[config.mk]
export PLATFORM = sky130hd
export DESIGN_NAME = mmul2_sequencer
export DESIGN_NICKNAME = d
export VERILOG_FILES = /design/src/rtl/mmul2_pkg.sv /design/src/rtl/mmul2_idx_counter.sv /design/src/rtl/mmul2_sequencer.sv
export SDC_FILE = /design/constraint.sdc
export NUM_CORES = 1
export LEC_CHECK = 0
export CAP_MARGIN = 40
export CORE_MARGIN = 2
export CORE_UTILIZATION = 35
export CTS_CLUSTER_SIZE = 12
export DETAILED_ROUTE_END_ITERATION = 7
export SYNTH_ARGS = -nofsm -noshare
export SYNTH_HDL_FRONTEND = slang
export SYNTH_SLANG_ARGS = --single-unit
[constraint.sdc]
create_clock -name clk -period 2.85 [get_ports clk]
set_clock_uncertainty 0.2 [all_clocks]
set_input_delay 0.57 -clock clk [delete_from_list [all_inputs] [get_ports clk]]
set_output_delay 0.57 -clock clk [all_outputs]
set_load 0.01 [all_outputs]
[src/rtl/mmul2_pkg.sv]
// Shared definitions for the 2-operand matrix multiply index sequencer.
// State encodings and matrix dimension legality helpers.
package mmul2_pkg;

  localparam logic [1:0] ST_IDLE = 2'd0;
  localparam logic [1:0] ST_RUN  = 2'd1;
  localparam logic [1:0] ST_DONE = 2'd2;

  typedef enum logic [1:0] {
    IDLE = ST_IDLE,
    RUN  = ST_RUN,
    DONE = ST_DONE
  } state_t;

  function automatic bit dims_ok(
    input int unsigned ra,
    input int unsigned ca,
    input int unsigned rb,
    input int unsigned cb
  );
    return (ra != 0) && (rb != 0) && (cb != 0) && (ca == rb);
  endfunction

  function automatic logic [31:0] dim_max(input int unsigned d);
    return (d == 0) ? 32'd0 : 32'(d - 1);
  endfunction

endpackage

[src/rtl/mmul2_idx_counter.sv]
// Wrapping index counter with carry out for chaining.
// Holds its value when hold is set so the final index stays visible.
module mmul2_idx_counter
  import mmul2_pkg::*;
(
  input  logic        clk,
  input  logic        rst_n,
  input  logic        clr,
  input  logic        inc,
  input  logic        hold,
  input  logic [31:0] max,
  output logic [31:0] count,
  output logic        carry
);

  assign carry = inc && (count == max);

  // count up, wrap to zero after max
  always_ff @(posedge clk or negedge rst_n) begin
    if (!rst_n) begin
      count <= 32'd0;
    end else if (clr) begin
      count <= 32'd0;
    end else if (inc && !hold) begin
      count <= (count == max) ? 32'd0 : count + 32'd1;
    end
  end

endmodule

[src/rtl/mmul2_sequencer.sv]
// Index sequencer for C = A x B: walks i/j/k over every inner-product
// beat with a valid/ready handshake, accumulator strobes and abort.
module mmul2_sequencer
  import mmul2_pkg::*;
#(
  parameter int unsigned RA = 1,
  parameter int unsigned CA = 1,
  parameter int unsigned RB = 1,
  parameter int unsigned CB = 1
) (
  input  logic        clk,
  input  logic        rst_n,
  input  logic        start,
  input  logic        abort,
  input  logic        step_ready,
  output logic        idx_valid,
  output logic [31:0] i,
  output logic [31:0] j,
  output logic [31:0] k,
  output logic        acc_clr,
  output logic        acc_wr,
  output logic        busy,
  output logic        done,
  output logic        cfg_err
);

  localparam bit          CFG_OK = dims_ok(RA, CA, RB, CB);
  localparam logic [31:0] I_MAX  = dim_max(RA);
  localparam logic [31:0] J_MAX  = dim_max(CB);
  localparam logic [31:0] K_MAX  = dim_max(RB);

  state_t state;
  logic   launch;
  logic   accept;
  logic   step;
  logic   last;
  logic   k_carry;
  logic   j_carry;
  logic   i_carry;

  assign cfg_err = !CFG_OK;
  assign launch  = (state == IDLE) && start && CFG_OK;
  assign accept  = idx_valid && step_ready;
  assign step    = accept && !abort;
  assign last    = (k == K_MAX) && (j == J_MAX) && (i == I_MAX);
  assign acc_clr = idx_valid && (k == 32'd0);
  assign acc_wr  = idx_valid && (k == K_MAX);

  mmul2_idx_counter u_k (
    .clk   (clk),
    .rst_n (rst_n),
    .clr   (launch),
    .inc   (step),
    .hold  (last),
    .max   (K_MAX),
    .count (k),
    .carry (k_carry)
  );

  mmul2_idx_counter u_j (
    .clk   (clk),
    .rst_n (rst_n),
    .clr   (launch),
    .inc   (k_carry),
    .hold  (last),
    .max   (J_MAX),
    .count (j),
    .carry (j_carry)
  );

  mmul2_idx_counter u_i (
    .clk   (clk),
    .rst_n (rst_n),
    .clr   (launch),
    .inc   (j_carry),
    .hold  (last),
    .max   (I_MAX),
    .count (i),
    .carry (i_carry)
  );

  // control FSM; i_carry marks the accepted final beat
  always_ff @(posedge clk or negedge rst_n) begin
    if (!rst_n) begin
      state     <= IDLE;
      idx_valid <= 1'b0;
      busy      <= 1'b0;
      done      <= 1'b0;
    end else begin
      unique case (state)
        IDLE: begin
          done <= 1'b0;
          if (launch) begin
            state     <= RUN;
            idx_valid <= 1'b1;
            busy      <= 1'b1;
          end
        end
        RUN: begin
          if (abort) begin
            state     <= IDLE;
            idx_valid <= 1'b0;
            busy      <= 1'b0;
          end else if (i_carry) begin
            state     <= DONE;
            idx_valid <= 1'b0;
            busy      <= 1'b0;
            done      <= 1'b1;
          end
        end
        DONE: begin
          state <= IDLE;
          done  <= 1'b0;
        end
        default: begin
          state     <= IDLE;
          idx_valid <= 1'b0;
          busy      <= 1'b0;
          done      <= 1'b0;
        end
      endcase
    end
  end

endmodule

-- Yosys cells after proc, flatten, opt, wreduce, memory -nomap -nowiden
Cells that the tools add are included.
- register bits after elaboration: 100
- memory bits (read-only): 0
- input port bits: 5
- memories: 0
- bits in writable memories: 0
- logic and storage cells: 60
- bits in latches: 0
- equal/unequal tests: 6
- $lt $le $gt $ge: 0
- div/mod/pow operators: 0
- $add $sub $neg: 3
- shift operators: 0
- muxes and demuxes: 20
- reductions and logical operators: 24
- multipliers: 0
- bitwise operators: 1
- operator list (cell ; number):
    2-to-1 mux 32 bit ; 9
    adder 32 x 1 -> 32 bit, second input constant ; 3
    logical NOT 32 bit ; 3
    logical AND 1 bit ; 12
    2-to-1 mux 1 bit ; 6
    2-to-1 mux 2 bit ; 3
    inequality test 2 bit, second input constant ; 3
    nonzero test 2 bit ; 3
    one-hot mux 2 bit (2 select lines) ; 1
    AND reduction 2 bit ; 2
    inequality test 3 bit, second input constant ; 1
    one-hot mux 1 bit (3 select lines) ; 1
    AND reduction 3 bit ; 1
    equality test 2 x 1 -> 1 bit, second input constant ; 1
    equality test 2 bit, second input constant ; 1
    logical NOT 1 bit ; 2
    logical NOT 2 bit ; 1
    inverter 1 bit ; 1

-- Depth between registers and ports, before layout
Gate-level depths: netlist of run 1.
- depth after elaboration: 8
- mapped depth: 10

-- By module
Synthesis of run 1 repeated with hierarchy kept, for this count alone.
- cells, all modules: 724
- area total of the unflattened synthesis: 6739.0 µm²
- by module, submodules not included (module ; cells each ; area an instance (µm²) ; instances):
    mmul2_idx_counter at u_j ... ; 221 ; 2109.5 ; 2
    mmul2_idx_counter at u_i ; 226 ; 2093.3 ; 1
    mmul2_sequencer ; 56 ; 426.7 ; 1

-- Least setup slack after synthesis of run 1
OpenSTA, ideal clock, no wires.
- path kind: register to register
- start: register u_k.count[0]
- end: register u_j.count[20]
- arrival time: 2.513 ns
- stages on the path, launching flop included: 10
- setup slack: 0.058 ns
- library setup time: 0.079 ns
- required time: 2.571 ns
- cell sequence: dfrtp_1 > inv_1 > ha_1 > nor4b_1 > nand4_2 > or3_4 > o21a_1 > buf_6 > or4_1 > a21oi_1
- longest elaborated chain between the ends: 6
- elaborated cells between the ends (all ways): 7
- those cells by class: reduce/logical: 7
- ends and longest elaborated chain (what ; line ; source):
    start: declaration ; mmul2_idx_counter.sv:12 ; output logic [31:0] count,
    start signal: assignment ; mmul2_idx_counter.sv:25 ; count <= (count == max) ? 32'd0 : count + 32'd1;
    logical NOT 32 bit * ; mmul2_idx_counter.sv:16, mmul2_sequencer.sv:45 ;
    logical AND 1 bit (2 in series) ; mmul2_sequencer.sv:45 ; assign last = (k == K_MAX) && (j == J_MAX) && (i == I_MAX);
    logical NOT 1 bit ; mmul2_idx_counter.sv:24 ; end else if (inc && !hold) begin
    logical AND 1 bit * ; mmul2_idx_counter.sv:24 ;
    nonzero test 2 bit (no line) * ; - ;
    end signal: assignment ; mmul2_idx_counter.sv:25 ;
    end: declaration ; mmul2_idx_counter.sv:12 ;
Mark *: on every way between the ends. The rest lies on a longest branch, timed or not.
A chain may end at the register's enable or synchronous reset.

-- Worst setup path after layout of run 1
- start: register u_k.count[2]
- end: register u_j.count[14]
Same word-level chain as after synthesis.

==> results of run 1 <==
[cells by family (layout without fill, tap and decap cells)]
family	after synthesis	after routing	share of synthesized area [%]
and+or+nand+nor	309	309	30.4
AOI/OAI and AO/OA	167	167	17.4
DFF	100	100	43.9
buffers and inverters	49	276	3.60
xor gates and xnor gates	17	17	2.61
adders and majority gates	6	6	1.32
muxes	4	4	0.703
other	1	1	0.0658
[power by group]
part           internal, mW  switching, mW
logic                 0.293          0.430
clock network         0.701          0.527
registers              1.44         0.0268
total                  2.43          0.983
[layout by cell type (no fill, tap or decap), drive strengths merged, types with 2 or more instances in the layout]
cell           netlist  routed
buf                  9     130
o21a                 2       2
nor4b                3       3
xor2                 7       7
o21ai               56      56
clkbuf              15      15
nand2               51      51
a21oi               53      53
and3                 9       9
a211oi               4       4
or2                  3       3
nor4                23      23
a31oi                7       7
nand3b               3       3
dfrtp              100     100
nand4               32      32
and4                10      10
ha                   6       6
nor3                15      15
inv                 25      25
and2                 5       5
clkdlybuf4s15        0       2
nor2b                6       6
or4                 21      21
a21boi               2       2
o211ai               7       7
nand2b               8       8
a21o                 3       3
nor2                42      42
a21bo                2       2
nand3               45      45
o31ai               20      20
mux2i                4       4
xnor2               10      10
clkdlybuf4s50        0     102
or3                 29      29
[sequential cells by signal, indices dropped and copies added (netlist names)]
signal / flops
u_j.count: 32
u_i.count: 32
done: 1
busy: 1
u_k.count: 32
state: 2
[per-layer routing]
| metal | routed length (um) | up-vias | track usage [%] |
|---|---|---|---|
| met5 | 0 | - | 0 |
| met4 | 327 | 0 | 7.31 |
| met3 | 724 | 27 | 2.39 |
| met2 | 8990 | 161 | 35.1 |
| met1 | 8650 | 2974 | 29.3 |
| li1 | - | 2897 | - |
[cell type report]
class / count / area share, %
clock buffer: 13 / 2.96
clock inverter: 2 / 0.415
inverter: 25 / 1.11
multi-input combinational: 504 / 37.7
sequential: 100 / 29.6
tap: 216 / 3.20
timing repair buffer: 236 / 25.0
[per-stage QoR]
stage,setup slack (ns),total power [mW],util (%),instance area [um2],cells
2_1_floorplan,0.0578,1.82,-,5700,653
3_3_place_gp,-0.0401,2.13,49.7,7890,1076
3_5_place_dp,-0.0748,2.15,49.7,7890,1076
4_1_cts,0.00278,3.37,51.9,8250,1093
5_1_grt,-0.101,3.55,53.2,8440,1096
6_report,0.0175,3.42,53.2,8440,1096
[critical path, cell delays in order, from the launching register on]
cell                        delay (ns)
sky130_fd_sc_hd__dfrtp_1          0.39
sky130_fd_sc_hd__nor4_2           0.32
sky130_fd_sc_hd__buf_4            0.18
sky130_fd_sc_hd__nand4_4          0.10
sky130_fd_sc_hd__buf_6            0.15
sky130_fd_sc_hd__or3_4            0.37
sky130_fd_sc_hd__o21a_4           0.24
sky130_fd_sc_hd__clkbuf_16        0.17
sky130_fd_sc_hd__or4_4            0.53
sky130_fd_sc_hd__a21oi_2          0.12
[final timing paths]
path | to | cells after the start
min in group clk | state[0] | 1
setup reg to reg | u_j.count[14] | 9
max in group asynchronous | state[1] | 2
setup / recovery | u_j.count[14] | 9
hold / removal | u_j.count[21] | 1
hold reg to reg | state[0] | 1
[what timing repair did]
action                     in CTS  in global routing
resized for setup              11                 33
setup buffers                   2                  1
gates cloned                    0                  2
pin swaps                       3                 15
setup endpoints to repair      12                 60
==> run_summary.xml, run 1 <==
<?xml version="1.0" encoding="UTF-8"?>
<metrics>
  <group name="floorplanning">
    <metric name="chip_width" unit="um">132</metric>
    <metric name="floorplan.initialDensity" unit="%">35.9</metric>
    <metric name="core_area" unit="um2">15900</metric>
    <metric name="die_area" unit="um2">17300</metric>
    <metric name="die_y" unit="um">132</metric>
    <metric name="boundaryPins" unit="">107</metric>
    <metric name="fp-row-count" unit="">46</metric>
  </group>
  <group name="grt">
    <metric name="grt_antenna_before_repair" unit="">0</metric>
    <metric name="gr-total-overflow" unit="">0</metric>
    <metric name="wire_length_of_the_first_global_routing_pass" unit="um">30700</metric>
    <metric name="grt_start_max_net_pins" unit="">43</metric>
    <metric name="grtUsageTotal" unit="%">21.4</metric>
    <metric name="grt_pass1_vias" unit="">6071</metric>
  </group>
  <group name="logic_synthesis">
    <metric name="yosys-top-cells-area" unit="">sky130_fd_sc_hd__dfrtp_1 44%, sky130_fd_sc_hd__a21oi_1 4.7%, sky130_fd_sc_hd__o21ai_0 4.6%</metric>
    <metric name="yosys_register_bits" unit="">100</metric>
    <metric name="yosys_most_used_dff" unit="">sky130_fd_sc_hd__dfrtp_1</metric>
    <metric name="synth_seq_area_share" unit="%">43.9</metric>
    <metric name="postSynthNetCount" unit="">664</metric>
    <metric name="yosys.cell_count.top_type" unit="">sky130_fd_sc_hd__dfrtp_1</metric>
    <metric name="top_post_synthesis_cells_by_count" unit="">100 x sky130_fd_sc_hd__dfrtp_1, 53 x sky130_fd_sc_hd__a21oi_1, 52 x sky130_fd_sc_hd__o21ai_0, 51 x sky130_fd_sc_hd__nand2_1, 45 x sky130_fd_sc_hd__nand3_1</metric>
    <metric name="post-synth-top-area-cell" unit="">sky130_fd_sc_hd__dfrtp_1</metric>
    <metric name="synthArstFlopShare" unit="%">100</metric>
    <metric name="synth_top_area_share" unit="%">43.9</metric>
    <metric name="syn_area" unit="um2">5700</metric>
    <metric name="synth_warnings" unit="">0</metric>
    <metric name="synth_edf_count" unit="">0</metric>
    <metric name="synth.avg_cell_area" unit="um2">8.73</metric>
    <metric name="number_of_unique_standard_cell_types_used_by_synthesis" unit="">59</metric>
    <metric name="netlist_instances" unit="">653</metric>
  </group>
  <group name="timing">
    <metric name="setup-tns-final" unit="ns">0</metric>
    <metric name="layout_worst_path_cycle_share" unit="%">99.4</metric>
    <metric name="setup_violations_final" unit="">0</metric>
    <metric name="fmax" unit="GHz">0.353</metric>
    <metric name="worst_pin_slew" unit="ns">0.668</metric>
    <metric name="max-slew-margin-rel" unit="%">55.1</metric>
    <metric name="rsz0062_at_grt" unit="">yes</metric>
    <metric name="slew_violations" unit="">0</metric>
    <metric name="finalHoldViolCount" unit="">0</metric>
    <metric name="layout_min_cycle_time" unit="ns">2.83</metric>
    <metric name="finalHoldWorstSlack" unit="ns">0.00415</metric>
  </group>
  <group name="placement">
    <metric name="port_buffers" unit="">105</metric>
    <metric name="gpl.final_weighted_congestion" unit="">0.883</metric>
    <metric name="detailed_place_hpwl" unit="um">13500</metric>
  </group>
  <group name="drt">
    <metric name="route.detailed.drc" unit="">0</metric>
    <metric name="route.vias.total" unit="">6059</metric>
    <metric name="first_pass_iters" unit="">5</metric>
    <metric name="ant_nets" unit="">0</metric>
    <metric name="first_iter_violations" unit="">415</metric>
    <metric name="drt-wirelength-per-cell" unit="um">17.1</metric>
    <metric name="wl" unit="um">18700</metric>
    <metric name="detail_routed_via_count_per_cell" unit="">5.53</metric>
  </group>
  <group name="finish">
    <metric name="nFillCells" unit="">1492</metric>
    <metric name="antenna_cells_inserted" unit="">0</metric>
    <metric name="drive_above_1_share" unit="%">21.6</metric>
    <metric name="regArea" unit="um2">2500</metric>
    <metric name="area_growth_syn_to_fin" unit="%">48.2</metric>
    <metric name="finalNetCount" unit="">887</metric>
    <metric name="multi_input_area" unit="um2">3180</metric>
  </group>
  <group name="power">
    <metric name="leakagePower" unit="nW">3.47</metric>
    <metric name="ir_drop" unit="V">0.000369</metric>
    <metric name="power_density" unit="nW/um2">405</metric>
  </group>
  <group name="critical_path">
    <metric name="regToRegSetupSlack" unit="ns">0.02</metric>
    <metric name="crit_arrival" unit="ns">2.91</metric>
    <metric name="crit-reg2reg-launch" unit="">u_k.count[2]</metric>
    <metric name="cp-start-kind" unit="">flop</metric>
    <metric name="worst_setup_path_startpoint" unit="">u_k.count[2]</metric>
    <metric name="critPathCaptureType" unit="">flop</metric>
    <metric name="criticalPathCategory" unit="">flop to flop</metric>
    <metric name="cp.required" unit="ns">2.93</metric>
    <metric name="critical_path_fanout_max" unit="">7</metric>
  </group>
  <group name="cts">
    <metric name="clk_pin_slew" unit="ns">0.07</metric>
    <metric name="cts_root_buffer" unit="">sky130_fd_sc_hd__clkbuf_16</metric>
    <metric name="cts_tree" unit="">done</metric>
    <metric name="htree_num_levels" unit="">3</metric>
    <metric name="cts_inserted_buffers" unit="">9</metric>
    <metric name="cts-root-to-sink-buffers" unit="">2</metric>
    <metric name="post_cts_hold_fix_bufs" unit="">0</metric>
    <metric name="insertion_delay" unit="ns">0.35</metric>
    <metric name="cts_sinks" unit="">100</metric>
  </group>
  <group name="run_status">
    <metric name="outcome" unit="">finished, final reports clean</metric>
  </group>
  <group name="worst_hold_path">
    <metric name="worstHoldPathType" unit="">input pin to asynchronous set/reset pin</metric>
  </group>
  <group name="run">
    <metric name="maxCapViolCount" unit="">0</metric>
  </group>
</metrics>
Note: power is estimated with default switching activity, not from simulation.
==> run 2: changes to the inputs <==
- CTS_BUF_LIST: not set -> sky130_fd_sc_hd__clkbuf_16
==> run 2 against run 1 <==
- sequential share of layout area barely moved
- flip-flop and latch count unchanged
- first-iteration DRC count is 8.4% lower
- die area stayed put
- largest cell class unchanged
- utilization is 0.063 points lower
- combinational power is essentially flat
- total power is 1.1% lower
- critical endpoint unchanged
==> run_summary.xml, run 2 (synthesis gave the netlist of run 1 again) <==
<?xml version="1.0" encoding="UTF-8"?>
<metrics>
  <group name="run_status">
    <metric name="outcome" unit="">finished, final reports clean</metric>
  </group>
  <group name="finish">
    <metric name="drive_above_1_share" unit="%">21.5</metric>
    <metric name="largest_registers" unit="">u_i.count (32), u_j.count (32), u_k.count (32)</metric>
    <metric name="fin_area" unit="um2">8430</metric>
    <metric name="final_cells" unit="">1096</metric>
    <metric name="layout_common_cells" unit="">125 x sky130_fd_sc_hd__buf_4, 102 x sky130_fd_sc_hd__clkdlybuf4s50_1, 100 x sky130_fd_sc_hd__dfrtp_1, 52 x sky130_fd_sc_hd__o21ai_0, 51 x sky130_fd_sc_hd__nand2_1</metric>
    <metric name="most_common_cell_after_layout_fill_and_taps_aside" unit="">sky130_fd_sc_hd__buf_4</metric>
    <metric name="finalNetCount" unit="">887</metric>
    <metric name="postLayoutCoreUtil" unit="%">53.1</metric>
    <metric name="area_growth_syn_to_fin" unit="%">48.0</metric>
    <metric name="antenna_cells_inserted" unit="">0</metric>
  </group>
  <group name="grt">
    <metric name="grt_pass1_vias" unit="">6071</metric>
    <metric name="grtUsageTotal" unit="%">21.4</metric>
    <metric name="wire_length_of_the_first_global_routing_pass" unit="um">30700</metric>
    <metric name="grt_antenna_before_repair" unit="">0</metric>
    <metric name="grt_start_max_net_pins" unit="">43</metric>
    <metric name="gr-total-overflow" unit="">0</metric>
  </group>
  <group name="timing">
    <metric name="fmax" unit="GHz">0.352</metric>
    <metric name="layout_min_cycle_time" unit="ns">2.84</metric>
    <metric name="layout_worst_path_cycle_share" unit="%">99.7</metric>
    <metric name="final_ws_setup" unit="ns">0.00891</metric>
    <metric name="finalHoldWorstSlack" unit="ns">0.00218</metric>
    <metric name="worst_pin_slew" unit="ns">0.668</metric>
    <metric name="max-slew-margin-rel" unit="%">55.0</metric>
    <metric name="setup_violations_final" unit="">0</metric>
    <metric name="finalHoldViolCount" unit="">0</metric>
    <metric name="rsz0062_at_grt" unit="">yes</metric>
    <metric name="setup-tns-final" unit="ns">0</metric>
    <metric name="slew_violations" unit="">0</metric>
  </group>
  <group name="floorplanning">
    <metric name="core_area" unit="um2">15900</metric>
    <metric name="chip_width" unit="um">132</metric>
    <metric name="die_area" unit="um2">17300</metric>
    <metric name="boundaryPins" unit="">107</metric>
    <metric name="die_y" unit="um">132</metric>
    <metric name="fp-row-count" unit="">46</metric>
    <metric name="floorplan.initialDensity" unit="%">35.9</metric>
  </group>
  <group name="cts">
    <metric name="insertion_delay" unit="ns">0.35</metric>
    <metric name="clk_pin_slew" unit="ns">0.07</metric>
    <metric name="cts-root-to-sink-buffers" unit="">2</metric>
    <metric name="cts_root_buffer" unit="">sky130_fd_sc_hd__clkbuf_16</metric>
    <metric name="cts_tree" unit="">done</metric>
    <metric name="htree_num_levels" unit="">3</metric>
    <metric name="cts_sinks" unit="">100</metric>
    <metric name="cts_inserted_buffers" unit="">9</metric>
  </group>
  <group name="placement">
    <metric name="dp_worst_setup_slack" unit="ns">-0.0748</metric>
    <metric name="detailed_place_hpwl" unit="um">13500</metric>
    <metric name="gpl.final_weighted_congestion" unit="">0.883</metric>
    <metric name="placed_cell_area" unit="um2">7890</metric>
    <metric name="place_inst" unit="">1076</metric>
    <metric name="port_buffers" unit="">105</metric>
  </group>
  <group name="power">
    <metric name="leakagePower" unit="nW">3.48</metric>
    <metric name="share_of_power_burned_in_registers" unit="%">43.4</metric>
    <metric name="internal_power" unit="mW">2.40</metric>
    <metric name="combinationalPowerShare" unit="%">21.4</metric>
    <metric name="ir_drop" unit="V">0.000370</metric>
    <metric name="total_power" unit="mW">3.38</metric>
    <metric name="netSwitchingPower" unit="uW">983</metric>
    <metric name="clock_power_share" unit="%">35.2</metric>
    <metric name="p_sw_share" unit="%">29.1</metric>
    <metric name="power_density" unit="nW/um2">401</metric>
  </group>
  <group name="drt">
    <metric name="first_pass_iters" unit="">5</metric>
    <metric name="ant_nets" unit="">0</metric>
    <metric name="wl" unit="um">18700</metric>
    <metric name="route.detailed.drc" unit="">0</metric>
    <metric name="drt-wirelength-per-cell" unit="um">17.1</metric>
    <metric name="first_iter_violations" unit="">380</metric>
    <metric name="detail_routed_via_count_per_cell" unit="">5.54</metric>
    <metric name="route.vias.total" unit="">6073</metric>
  </group>
  <group name="critical_path">
    <metric name="timing.critical_path.max_delay_family" unit="">simple AND/OR/NAND/NOR gates</metric>
    <metric name="critPathSlowestCell" unit="">sky130_fd_sc_hd__or4_4</metric>
    <metric name="criticalPathCategory" unit="">flop to flop</metric>
    <metric name="critPathCaptureType" unit="">flop</metric>
    <metric name="critical_path_fanout_max" unit="">7</metric>
    <metric name="cp.required" unit="ns">2.93</metric>
    <metric name="path_cells" unit="">nor4_2, buf_4, nand4_4, buf_6, or3_4, o21a_4, clkbuf_16, or4_4, a21oi_2</metric>
    <metric name="cp-start-kind" unit="">flop</metric>
    <metric name="worst_path_largest_cell_delay" unit="ns">0.53</metric>
    <metric name="critical_path.n_buffers_inverters" unit="">3</metric>
    <metric name="crit_arrival" unit="ns">2.92</metric>
  </group>
  <group name="run">
    <metric name="maxCapViolCount" unit="">0</metric>
  </group>
  <group name="worst_hold_path">
    <metric name="worstHoldPathType" unit="">input pin to asynchronous set/reset pin</metric>
  </group>
</metrics>
## run 2: metal layers
metal / wire (um) / GRT usage, %
met1: 8710 / 29.3
met3: 711 / 2.39
met4: 310 / 7.31
met2: 8960 / 35.1
met5: 0 / 0
## run 2: cell type report
type | count | area, um2
fillers | 1492 | 7450
multi-input cells | 504 | 3180
flip-flops and latches | 100 | 2500
repair buffers | 236 | 2110
well taps | 216 | 270
clock buffers | 9 | 225
inverters | 25 | 93.8
clock inverters | 6 | 50.0
## run 2: final timing paths
check | slack [ns] | endpoint | depth (start not counted) | startpoint
setup / recovery | 0.009 | u_j.count[14] | 9 | u_k.count[2]
hold / removal | 0.002 | u_j.count[21] | 1 | rst_n
setup reg to reg | 0.009 | u_j.count[14] | 9 | u_k.count[2]
hold reg to reg | 0.28 | state[0] | 1 | state[1]
max in group asynchronous | 1.75 | state[1] | 2 | rst_n
min in group clk | 0.28 | state[0] | 1 | state[1]
## run 2: repair_timing
action	in CTS	in global routing
endpoints found under the setup margin	12	60
hold buffers	0	0
endpoints found under the hold margin	0	0
pin swaps	3	15
setup buffers	2	1
gates resized for setup	11	33
gates cloned	0	2
## run 2: power groups by stage
stage | sequential (mW) | clock, mW | combinational (mW)
2_1_floorplan | 1.50 | 0 | 0.318
3_3_place_gp | 1.49 | 0 | 0.643
3_5_place_dp | 1.49 | 0 | 0.656
4_1_cts | 1.47 | 1.21 | 0.650
5_1_grt | 1.47 | 1.27 | 0.776
6_report | 1.47 | 1.19 | 0.723
==> run 3: changes to the inputs <==
- clock period: 2.85 -> 2.4 ns (I/O delays scaled with it)
==> run 3 against run 2 <==
- the flow now finishes with violations (setup timing)
- first-iteration DRC count up 27%
- non-clock buffer count up 90
- register-to-register slack worse by 0.34 ns
- flip-flop and latch count unchanged
- via count up 11%
- global-route usage up 2.9 points
- design area up 19%
- die area unchanged
- critical path type unchanged
==> run_summary.xml, run 3 (synthesis gave the netlist of run 1 again) <==
<?xml version="1.0" encoding="UTF-8"?>
<metrics>
  <group name="critical_path">
    <metric name="cp.required" unit="ns">2.49</metric>
    <metric name="regToRegSetupSlack" unit="ns">-0.34</metric>
    <metric name="path_cells" unit="">nor4_2, nand4_4, or3_4, o21a_4, buf_16, or4_4, a21oi_2</metric>
    <metric name="crit-reg2reg-launch" unit="">u_k.count[11]</metric>
    <metric name="critical_path_fanout_max" unit="">7</metric>
    <metric name="crit_arrival" unit="ns">2.83</metric>
    <metric name="critPathCaptureType" unit="">flop</metric>
    <metric name="cp-start-kind" unit="">flop</metric>
    <metric name="worst_path_largest_cell_delay" unit="ns">0.48</metric>
    <metric name="criticalPathCategory" unit="">flop to flop</metric>
    <metric name="r2r_end" unit="">u_j.count[16]</metric>
    <metric name="critPathSlowestCell" unit="">sky130_fd_sc_hd__or4_4</metric>
    <metric name="reg2reg_depth" unit="">7</metric>
  </group>
  <group name="drt">
    <metric name="first_iter_violations" unit="">484</metric>
    <metric name="detail_routed_via_count_per_cell" unit="">5.67</metric>
    <metric name="first_pass_iters" unit="">5</metric>
    <metric name="wl" unit="um">21500</metric>
    <metric name="route.vias.total" unit="">6740</metric>
    <metric name="drt-wirelength-per-cell" unit="um">18.1</metric>
    <metric name="route.detailed.drc" unit="">0</metric>
    <metric name="ant_nets" unit="">0</metric>
  </group>
  <group name="cts">
    <metric name="cts_inserted_buffers" unit="">9</metric>
    <metric name="cts_sinks" unit="">100</metric>
    <metric name="htree_num_levels" unit="">3</metric>
    <metric name="cts-root-to-sink-buffers" unit="">2</metric>
    <metric name="cts_tree" unit="">done</metric>
    <metric name="cts_root_buffer" unit="">sky130_fd_sc_hd__clkbuf_16</metric>
    <metric name="insertion_delay" unit="ns">0.36</metric>
    <metric name="clk_pin_slew" unit="ns">0.08</metric>
  </group>
  <group name="timing">
    <metric name="setup_violations_final" unit="">97</metric>
    <metric name="finalHoldViolCount" unit="">0</metric>
    <metric name="finalHoldWorstSlack" unit="ns">0.287</metric>
    <metric name="final_ws_setup" unit="ns">-0.335</metric>
    <metric name="layout_min_cycle_time" unit="ns">2.74</metric>
    <metric name="fmax" unit="GHz">0.366</metric>
    <metric name="slew_violations" unit="">0</metric>
    <metric name="layout_worst_path_cycle_share" unit="%">114</metric>
    <metric name="rsz0062_at_grt" unit="">yes</metric>
  </group>
  <group name="finish">
    <metric name="largest_registers" unit="">u_i.count (32), u_j.count (32), u_k.count (32)</metric>
    <metric name="nFillCells" unit="">1304</metric>
    <metric name="area_growth_syn_to_fin" unit="%">76.8</metric>
    <metric name="most_common_cell_after_layout_fill_and_taps_aside" unit="">sky130_fd_sc_hd__buf_4</metric>
    <metric name="layout_common_cells" unit="">174 x sky130_fd_sc_hd__buf_4, 102 x sky130_fd_sc_hd__clkdlybuf4s50_1, 97 x sky130_fd_sc_hd__dfrtp_1, 44 x sky130_fd_sc_hd__nand2_1, 38 x sky130_fd_sc_hd__nor2_1</metric>
    <metric name="antenna_cells_inserted" unit="">0</metric>
    <metric name="drive_above_1_share" unit="%">40.2</metric>
    <metric name="fin_area" unit="um2">10100</metric>
    <metric name="finalNetCount" unit="">978</metric>
  </group>
  <group name="floorplanning">
    <metric name="core_area" unit="um2">15900</metric>
    <metric name="die_y" unit="um">132</metric>
    <metric name="boundaryPins" unit="">107</metric>
    <metric name="fp-row-count" unit="">46</metric>
    <metric name="chip_width" unit="um">132</metric>
    <metric name="floorplan.initialDensity" unit="%">35.9</metric>
    <metric name="die_area" unit="um2">17300</metric>
  </group>
  <group name="worst_hold_path">
    <metric name="worstHoldPathType" unit="">flop to flop</metric>
    <metric name="worstHoldStart" unit="">state[1]</metric>
    <metric name="timing.hold.worst_path_depth" unit="">1</metric>
    <metric name="holdPathEnd" unit="">state[0]</metric>
  </group>
  <group name="power">
    <metric name="total_power" unit="mW">4.71</metric>
    <metric name="ir_drop" unit="V">0.000457</metric>
    <metric name="leakagePower" unit="nW">4.15</metric>
    <metric name="power_density" unit="nW/um2">468</metric>
  </group>
  <group name="grt">
    <metric name="grt_antenna_before_repair" unit="">0</metric>
    <metric name="grt_start_max_net_pins" unit="">38</metric>
    <metric name="grt_pass1_vias" unit="">6660</metric>
    <metric name="gr-total-overflow" unit="">0</metric>
    <metric name="grtUsageTotal" unit="%">24.3</metric>
    <metric name="wire_length_of_the_first_global_routing_pass" unit="um">34300</metric>
  </group>
  <group name="placement">
    <metric name="detailed_place_hpwl" unit="um">14300</metric>
    <metric name="port_buffers" unit="">105</metric>
    <metric name="gpl.final_weighted_congestion" unit="">0.893</metric>
    <metric name="dp_worst_setup_slack" unit="ns">-0.530</metric>
    <metric name="placed_cell_area" unit="um2">8380</metric>
  </group>
  <group name="run">
    <metric name="maxCapViolCount" unit="">0</metric>
  </group>
  <group name="run_status">
    <metric name="violations" unit="">setup timing</metric>
    <metric name="outcome" unit="">finished with violations</metric>
  </group>
</metrics>
run 3: how the worst max path moves through the flow:
stage | startpoint | end | slack [ns] | depth (start not counted)
global route | u_j.count[15] | u_j.count[2] | -0.45 | 9
floorplan | u_k.count[1] | u_j.count[16] | -0.20 | 9
CTS | u_k.count[1] | u_j.count[18] | -0.31 | 9
finish | u_k.count[11] | u_j.count[16] | -0.34 | 7
detailed placement | abort | u_j.count[24] | -0.53 | 8
global placement | abort | u_j.count[30] | -0.44 | 8
run 3: timing repair:
| action | CTS | global route |
|---|---|---|
| resized for setup | 136 | 128 |
| endpoints found under the hold margin | 31 | 0 |
| setup endpoints to repair | 100 | 101 |
| setup buffers | 27 | 13 |
| cloned | 9 | 1 |
| pin swaps | 53 | 66 |
| hold buffers | 1 | 0 |
run 3: cell type report:
class	count	area, um2	share of cell area [%]
clock inverter	7	45.0	0.447
inverter	25	93.8	0.932
tap	216	270	2.68
multi-input combinational	505	3880	38.5
clock buffer	9	225	2.24
timing repair buffer	326	3050	30.3
sequential	100	2510	24.9
run 3: critical path, delay by kind of cell, from the launching register on:
| family | cells | cell delay (ns) |
|---|---|---|
| simple gates | 4 | 1.46 |
| compound gates | 2 | 0.42 |
| flops | 1 | 0.42 |
| buf+inv | 1 | 0.16 |
run 3: stage by stage:
step                util, %  TNS, ns  cells
floorplan                 -    -3.76    653
global placement       52.8   -26.65   1129
detailed placement     52.8   -30.65   1129
CTS                    60.0   -15.97   1182
global route           63.4   -26.63   1188
finish                 63.4   -15.17   1188
run 3: metal layers:
metal  up-vias  track usage, %  wire (um)
met5         -               0          0
met4         0            10.4        553
met3        39            3.97       1240
met2       254            39.8      10600
met1      3336            31.7       9170
li1       3111               -          -
run 3: where the power goes:
group          switching, mW  internal [mW]  total (mW)
clock                  0.696          0.699        1.40
combinational          0.793          0.789        1.58
sequential            0.0284           1.71        1.74
total                   1.52           3.20        4.71
